File: config.mk
export PLATFORM = sky130hd
export DESIGN_NAME = acos_solver
export DESIGN_NICKNAME = d
export VERILOG_FILES = /design/src/rtl/acos_solver.sv
export SDC_FILE = /design/constraint.sdc
export NUM_CORES = 1
export LEC_CHECK = 0
export ABC_CLOCK_PERIOD_IN_PS = 17600
export CORE_UTILIZATION = 71
export CTS_CLUSTER_SIZE = 8
export DETAILED_ROUTE_END_ITERATION = 6
export GPL_ROUTABILITY_DRIVEN = 0
export PLACE_DENSITY = 0.93
export SYNTH_ARGS = -nofsm -noshare
export SYNTH_HDL_FRONTEND = slang
export SYNTH_SLANG_ARGS = --single-unit
File: constraint.sdc
create_clock -name clk -period 17.6 [get_ports clk]
set_clock_uncertainty 0.1 [all_clocks]
set_input_delay 2.64 -clock clk [delete_from_list [all_inputs] [get_ports clk]]
set_output_delay 2.64 -clock clk [all_outputs]
set_load 0.005 [all_outputs]
File: src/rtl/acos_solver.sv
// rtl/acos_solver.sv - bit-serial arccos by successive approximation over a Horner-series cosine
// Optional cos_out result port is enabled by defining ACOS_COSOUT_EN.
module acos_solver #(
    parameter int XMAX  = 200,
    parameter int NBITS = 8
) (
    input  logic             clk,
    input  logic             res,
    input  logic             start,
    input  logic [7:0]       y,
    output logic             busy,
    output logic             done,
`ifdef ACOS_COSOUT_EN
    output logic [9:0]       cos_out,
`endif
    output logic [NBITS+1:0] x
);

    localparam int BW = $clog2(NBITS);
    localparam logic [NBITS-1:0] XMAX_C = NBITS'(XMAX);

    typedef enum logic [2:0] {IDLE, SQUARE, MULZ, MULC, CMP, FIN} state_t;

    state_t           state_q, state_d;
    logic [7:0]       y_q, y_d;
    logic [NBITS-1:0] angle_q, angle_d;
    logic [BW-1:0]    bit_q, bit_d;
    logic [15:0]      z_q, z_d;
    logic [15:0]      acc_q, acc_d;
    logic [15:0]      p_q, p_d;
    logic [1:0]       k_q, k_d;
    logic [NBITS+1:0] x_q, x_d;
`ifdef ACOS_COSOUT_EN
    logic [8:0]       cos_q, cos_d;
`endif

    logic [NBITS-1:0] trial;
    logic [15:0]      coef;
    logic [15:0]      mul_a, mul_b;
    logic [31:0]      mul_prod;
    logic [16:0]      prod_sh;
    logic             accept;

    // Shared multiplier operand selection, coefficient ROM and trial comparison
    always_comb begin
        trial = angle_q | (NBITS'(1) << bit_q);
        case (k_q)
            2'd0:    coef = 16'd1170;
            2'd1:    coef = 16'd2184;
            2'd2:    coef = 16'd5461;
            default: coef = 16'd32768;
        endcase
        case (state_q)
            SQUARE: begin mul_a = 16'(trial); mul_b = 16'(trial); end
            MULZ:   begin mul_a = z_q;        mul_b = acc_q;      end
            MULC:   begin mul_a = coef;       mul_b = p_q;        end
            default: begin mul_a = '0;        mul_b = '0;         end
        endcase
        mul_prod = {16'b0, mul_a} * {16'b0, mul_b};
        prod_sh  = 17'(mul_prod >> 15);
        // Out-of-range trials still run the full evaluation so latency never varies
        accept   = (trial <= XMAX_C) && (acc_q[15:7] >= {1'b0, y_q});
    end

    // Next-state and datapath updates for the search sequencer
    always_comb begin
        state_d = state_q;
        y_d     = y_q;
        angle_d = angle_q;
        bit_d   = bit_q;
        z_d     = z_q;
        acc_d   = acc_q;
        p_d     = p_q;
        k_d     = k_q;
        x_d     = x_q;
`ifdef ACOS_COSOUT_EN
        cos_d   = cos_q;
`endif
        case (state_q)
            IDLE: begin
                if (start) begin
                    y_d     = y;
                    angle_d = '0;
                    bit_d   = BW'(NBITS - 1);
`ifdef ACOS_COSOUT_EN
                    cos_d   = 9'd256;
`endif
                    state_d = SQUARE;
                end
            end
            SQUARE: begin
                z_d     = mul_prod[15:0];
                acc_d   = 16'd32768;
                k_d     = 2'd0;
                state_d = MULZ;
            end
            MULZ: begin
                p_d     = prod_sh[15:0];
                state_d = MULC;
            end
            MULC: begin
                acc_d = (prod_sh > 17'd32768) ? 16'd0 : 16'(17'd32768 - prod_sh);
                if (k_q != 2'd3) begin
                    k_d     = k_q + 2'd1;
                    state_d = MULZ;
                end else begin
                    state_d = CMP;
                end
            end
            CMP: begin
                if (accept) begin
                    angle_d = trial;
`ifdef ACOS_COSOUT_EN
                    cos_d   = acc_q[15:7];
`endif
                end
                if (bit_q != '0) begin
                    bit_d   = bit_q - BW'(1);
                    state_d = SQUARE;
                end else begin
                    // Result is registered here so it is already valid during FIN
                    x_d     = {2'b00, angle_d};
                    state_d = FIN;
                end
            end
            FIN: begin
                state_d = IDLE;
            end
            default: state_d = IDLE;
        endcase
    end

    // State and datapath registers with asynchronous reset
    always_ff @(posedge clk or posedge res) begin
        if (res) begin
            state_q <= IDLE;
            y_q     <= '0;
            angle_q <= '0;
            bit_q   <= '0;
            z_q     <= '0;
            acc_q   <= '0;
            p_q     <= '0;
            k_q     <= '0;
            x_q     <= '0;
`ifdef ACOS_COSOUT_EN
            cos_q   <= '0;
`endif
        end else begin
            state_q <= state_d;
            y_q     <= y_d;
            angle_q <= angle_d;
            bit_q   <= bit_d;
            z_q     <= z_d;
            acc_q   <= acc_d;
            p_q     <= p_d;
            k_q     <= k_d;
            x_q     <= x_d;
`ifdef ACOS_COSOUT_EN
            cos_q   <= cos_d;
`endif
        end
    end

    assign busy = (state_q != IDLE);
    assign done = (state_q == FIN);
    assign x    = x_q;
`ifdef ACOS_COSOUT_EN
    assign cos_out = {1'b0, cos_q};
`endif

endmodule

---- Word-level counts from Yosys, hierarchy flattened ----
Cells that the tools add are included.
cells by class
  add/subtract/negate cells ............... 3
  $mul .................................... 1
  order comparisons ....................... 3
  eq/ne operators ......................... 11
  shifts and indexed selects .............. 1
  multiplexer cells ....................... 17
  bitwise gates (word level) .............. 2
  reductions and logical operators ........ 12
operator list
  operator                                                                           number
  16-bit case mux with 3 select lines                                                3
  16-bit by 16-bit multiplier with 32-bit output                                     1
  16-bit case mux with 2 select lines                                                1
  17-bit by 16-bit greater-than comparator with 1-bit output, second input constant  1
  16-bit two-way mux                                                                 1
  8-bit two-way mux                                                                  2
  8-bit case mux with 2 select lines                                                 1
  16-bit subtractor, first input constant                                            1
  3-bit two-way mux                                                                  5
  3-bit case mux with 5 select lines                                                 1
  9-bit by 8-bit greater-or-equal comparator with 1-bit output                       1
  8-bit less-or-equal comparator, second input constant                              1
  2-bit != test, second input constant                                               4
  8-bit OR                                                                           1
  2-bit AND reduction                                                                4
  1-bit by 3-bit << shifter with 8-bit output, first input constant                  1
  3-bit by 2-bit == test with 1-bit output, second input constant                    2
  3-bit == test, second input constant                                               2
  3-bit case mux with 2 select lines                                                 1
  3-bit nonzero test                                                                 2
  2-bit case mux with 2 select lines                                                 1
  2-bit nonzero test                                                                 2
  3-bit by 1-bit == test with 1-bit output, second input constant                    1
  3-bit logical NOT                                                                  1
  other kinds (9)                                                                    9
word-level totals
  bits in registers ....................... 80
  input port bits ......................... 11
  output and inout bits ................... 12

---- Longest topological paths before layout ----
  word-level depth ........................ 7
  mapped depth ............................ 34

---- Least setup slack after synthesis ----
OpenSTA, ideal clock, no wires.
  path type ............................... reg-to-reg
  from .................................... register state_q[1]
  to ...................................... register acc_q[15]
  setup time .............................. 103 ps
  data arrival time ....................... 7758 ps
  data required time ...................... 17397 ps
  setup slack ............................. 9638 ps
  stages on the path, launching flop included .. 28
  buffers on the path ..................... 3
  clock period less this slack ............ 7962 ps
  cell sequence ........................... dfrtp_1 clkbuf_1 inv_1 nor3_1 clkbuf_1 clkbuf_1 a221oi_1 nor2_1 fa_1 inv_1 fa_1 fa_1 fa_1 inv_1 fa_1 inv_1 fa_1 inv_1 ha_1 and4_4 and3_4 a21boi_4 or4b_1 a21oi_2 a21oi_2 xor2_2 or4b_1 o41ai_2
on the way
  cells in the longest elaborated chain, start to end .. 6
  elaborated cells between the ends (all ways) .. 11
RTL lines
  element                                                                                          RTL line  text
  start, declared                                                                                  24        state_t state_q, state_d;
  start signal, assigned                                                                           149       state_q <= state_d;
  3-bit by 2-bit == test with 1-bit output (tied with other cells)                                 53, 79
  16-bit case mux with 3 select lines                                                              53        case (state_q)
  16-bit by 16-bit multiplier with 32-bit output                                                   59        mul_prod = {16'b0, mul_a} * {16'b0, mul_b};
  16-bit subtractor or 17-bit by 16-bit greater-than comparator with 1-bit output (tied branches)  102       acc_d = (prod_sh > 17'd32768) ? 16'd0 : 16'(17'd32768 - prod_sh);
  16-bit two-way mux                                                                               102
  16-bit case mux with 2 select lines                                                              79        case (state_q)
  end signal, assigned                                                                             141       acc_q <= '0;
  end signal, assigned                                                                             154       acc_q <= acc_d;
  end, declared                                                                                    29        logic [15:0] acc_q, acc_d;
Several ways; a longest one is shown, not always the timed one.
A chain may end at the register's enable or synchronous reset.

---- Final worst setup path ----
  from .................................... register state_q[1]
  to ...................................... register acc_q[2]
The elaborated chain is that of the path after synthesis.

==> summary.md <==
| Metric | Value |
|---|---|
| Most frequent cells after synthesis | inv_1, nand2_1, fa_1 |
| Yosys reg bits | 80 |
| Vias in the first global route | 11700 |
| Max-cap check violation count | 0 |
| Top cells by area, synth | fa_1, dfrtp_1, ha_1, inv_1, nand2_1 |
| Period minus WS final | 10.12 ns |
| Crit-path max FO | 27 |
| WL final | 36500 µm |
| Final hold vios | 0 |
| Vias | around 11000 |
| Post-synthesis compound-gate area fraction | 12.0% |
| Layout filler cell count | 1154 |
| Final setup fails | 0 |
| Critical path's largest stage delay | 1.00 ns |
| Nets | 1834 |
| Total gr overflow | 0 |
| Cell count after placement | 1720 |
| RSZ-0062 raised after global routing | no |
| TNS Setup | 0 ns |
| Yosys synthesis warning count | 0 |
| DIE WIDTH | 137 µm |
| Drt via density | 6.48 |
| Buf+Inv Stages, Crit Path | 4 |
| Rows | 48 |
| Final instance area | ~0.014 mm² |
| # diodes | 0 |
| Most used cell, CP | fa_1 |
| Post-synth top flop | dfrtp_1 |
| Layout cells sized above 1 | under 10% |
| CTS root buf | clkbuf_16 |
| Cts hold-fix bufs | 0 |
| Slowest CP cell | a21oi_1 |
| # Post-CTS Setup Buffers | 0 |
| Mean Syn Cell Area | 8.51 µm² |
| Drt drc | 0 |
| Register area share after synthesis | approximately 15% |
| Post-synth cell types | 73 |
| Slew @ Worst Pin | 1.42 ns |
| Placed wire-length estimate | 28100 µm |
| Setup Slack @ Placement | 7.91 ns |
| Clock latency on the worst-skew pair | 0.34 ns |
| Mapped cell area | 0.0129 mm² |
| IO Port Bufs | 20 |
| Initial Utilization | ~74% |
| R2R Path Start | state_q[1] |
| Total track usage | a little over two fifths |
| CP arrival | 10.26 ns |
| Post-synthesis mux area share | 1.28% |
| DRT iter0 DRCs | 1480 |
| Cells after Synth | approximately 1500 |
| Max-slew violations | 0 |
| Clk buf depth | 2 |
| Critical Path Source Type | flop |
| Area of the multi-input gates | 0.00971 mm² |
| Status | finished clean |
| Hold depth | 2 |
| Crit. End Element | flop |
| Antenna viol nets, final | 0 |
| Ports | 23 |
| Cts bufs inserted | 9 |
| Initial DRT Pass Iterations | 7 |
| H-tree depth | 3 |
| Layout Cells excl Fill | 1735 |
| Register area | 0.00200 mm² |
| Wirelength per Cell | 21.0 µm |
| Largest net degree at the start of global routing | 81 |
| Final period util | a little under three fifths |
| First-pass GRT wire length | 58800 µm |
| R2R Setup Slk | 7.48 ns |
| Initial antenna violation count | 0 |
| Largest family of logic cells by synthesized area | adder cells |
| Post-CTS resize count | 0 |
| Hold path endpoint | z_q[1] |
| Area leader, netlist | fa_1 |
| Most common cell in the netlist | inv_1 |
| Max frequency | 98.9 MHz |
| Area post-placement | 0.0133 mm² |
| Setup ws final | 7.48 ns |
| Clock Pin Slew Worst Setup and Hold Paths | 0.06 ns |
| Total clock sinks | 80 |
| Post-synthesis adder-cell area fraction | 41.9% |
| CP Class | flop to flop |
| CTS tree | built |
| Core ar. | 0.0175 mm² |
| Die H | 137 µm |
| Worst path top cell family by delay | adder cells |
| Worst path required time | 17.74 ns |
| DIE AREA | 0.0188 mm² |
| Synth top area share | between 30% and 40% |
| Hold Crit Class | flop to flop |
| Worst hold start | z_q[1] |
| Async SR Flop Fraction | 100% |
| XOR/XNOR share of the synthesized area | 2.43% |
| R2R cell count | 25 |
| Reg2reg end | acc_q[2] |
| Number of synthesized flops with an enable pin | 0 |
| Post-synthesis simple-gate area fraction | approximately 17% |
| Area Growth Syn to Fin | 5.06% |
| Slew HR | 4.44% |
placed cells by master, fill, tap and decap left out, drive strengths merged, types with 7 or more instances in the layout:
master | synthesis | routed
buf | 13 | 17
a31oi | 7 | 7
inv | 257 | 257
a22o | 11 | 11
a21oi | 50 | 50
nand2b | 12 | 12
nor2 | 161 | 161
o211ai | 7 | 7
a22oi | 13 | 13
nor2b | 7 | 7
o21ai | 75 | 75
and2 | 22 | 22
nor3 | 12 | 12
dfrtp | 80 | 80
xnor2 | 18 | 18
nand2 | 256 | 256
mux2 | 12 | 12
xor2 | 17 | 17
ha | 123 | 123
and3 | 7 | 7
o21a | 8 | 8
clkbuf | 50 | 11
a21o | 25 | 25
fa | 194 | 194
clkdlybuf4s50 | 0 | 20
nand3 | 11 | 11
sequential cells by signal, indices dropped and copies added, names as in the netlist:
register / count
acc_q: 16
p_q: 16
z_q: 16
angle_q: 8
x: 8
y_q: 8
bit_q: 3
state_q: 3
k_q: 2
how the worst max path moves through the flow:
stage,startpoint,to,depth (start not counted)
floorplan,state_q[1],acc_q[15],27
global placement,state_q[1],acc_q[2],25
detailed placement,state_q[0],acc_q[13],27
CTS,state_q[0],acc_q[13],27
global route,state_q[0],acc_q[13],27
finish,state_q[1],acc_q[2],25
worst min-delay path: stages (launching register included):
cell     delay, ns
dfrtp_1       0.35
nand2_1       0.05
nand2_1       0.06
area by class of cell:
cell class	instances	area share (%)
clock buffer	11	1.79
clock inverter	4	0.396
inverter	257	7.11
multi-input combinational	1121	71.5
sequential	80	14.7
tap	225	2.07
timing repair buffer	37	2.41
through the flow:
stage	utilization [%]	hold WS [ns]
5_1_grt	77.5	0.414
3_5_place_dp	75.8	0.367
4_1_cts	77.5	0.385
2_1_floorplan	-	0.337
3_3_place_gp	75.8	0.361
6_report	77.5	0.387
metal layers:
layer  wire length [µm]  up-vias  GRT usage [%]
li1                   -     4777              -
met5                  0        -              0
met1              12700     5422           52.2
met4               2590        0           26.4
met2              16700      829           65.9
met3               4480      211           9.96
cell families after synthesis:
logic type,count (synthesis)
AO/OA/AOI/OAI,236
AND/OR/NAND/NOR,516
XOR/XNOR,35
flip-flops,80
buffers and inverters,320
other,1
adder cells (fa/ha/maj),317
multiplexers,15
Power is left out: the tool's default activity adds up to more than one toggle a clock period on the data nets, which glitch-free logic cannot reach.
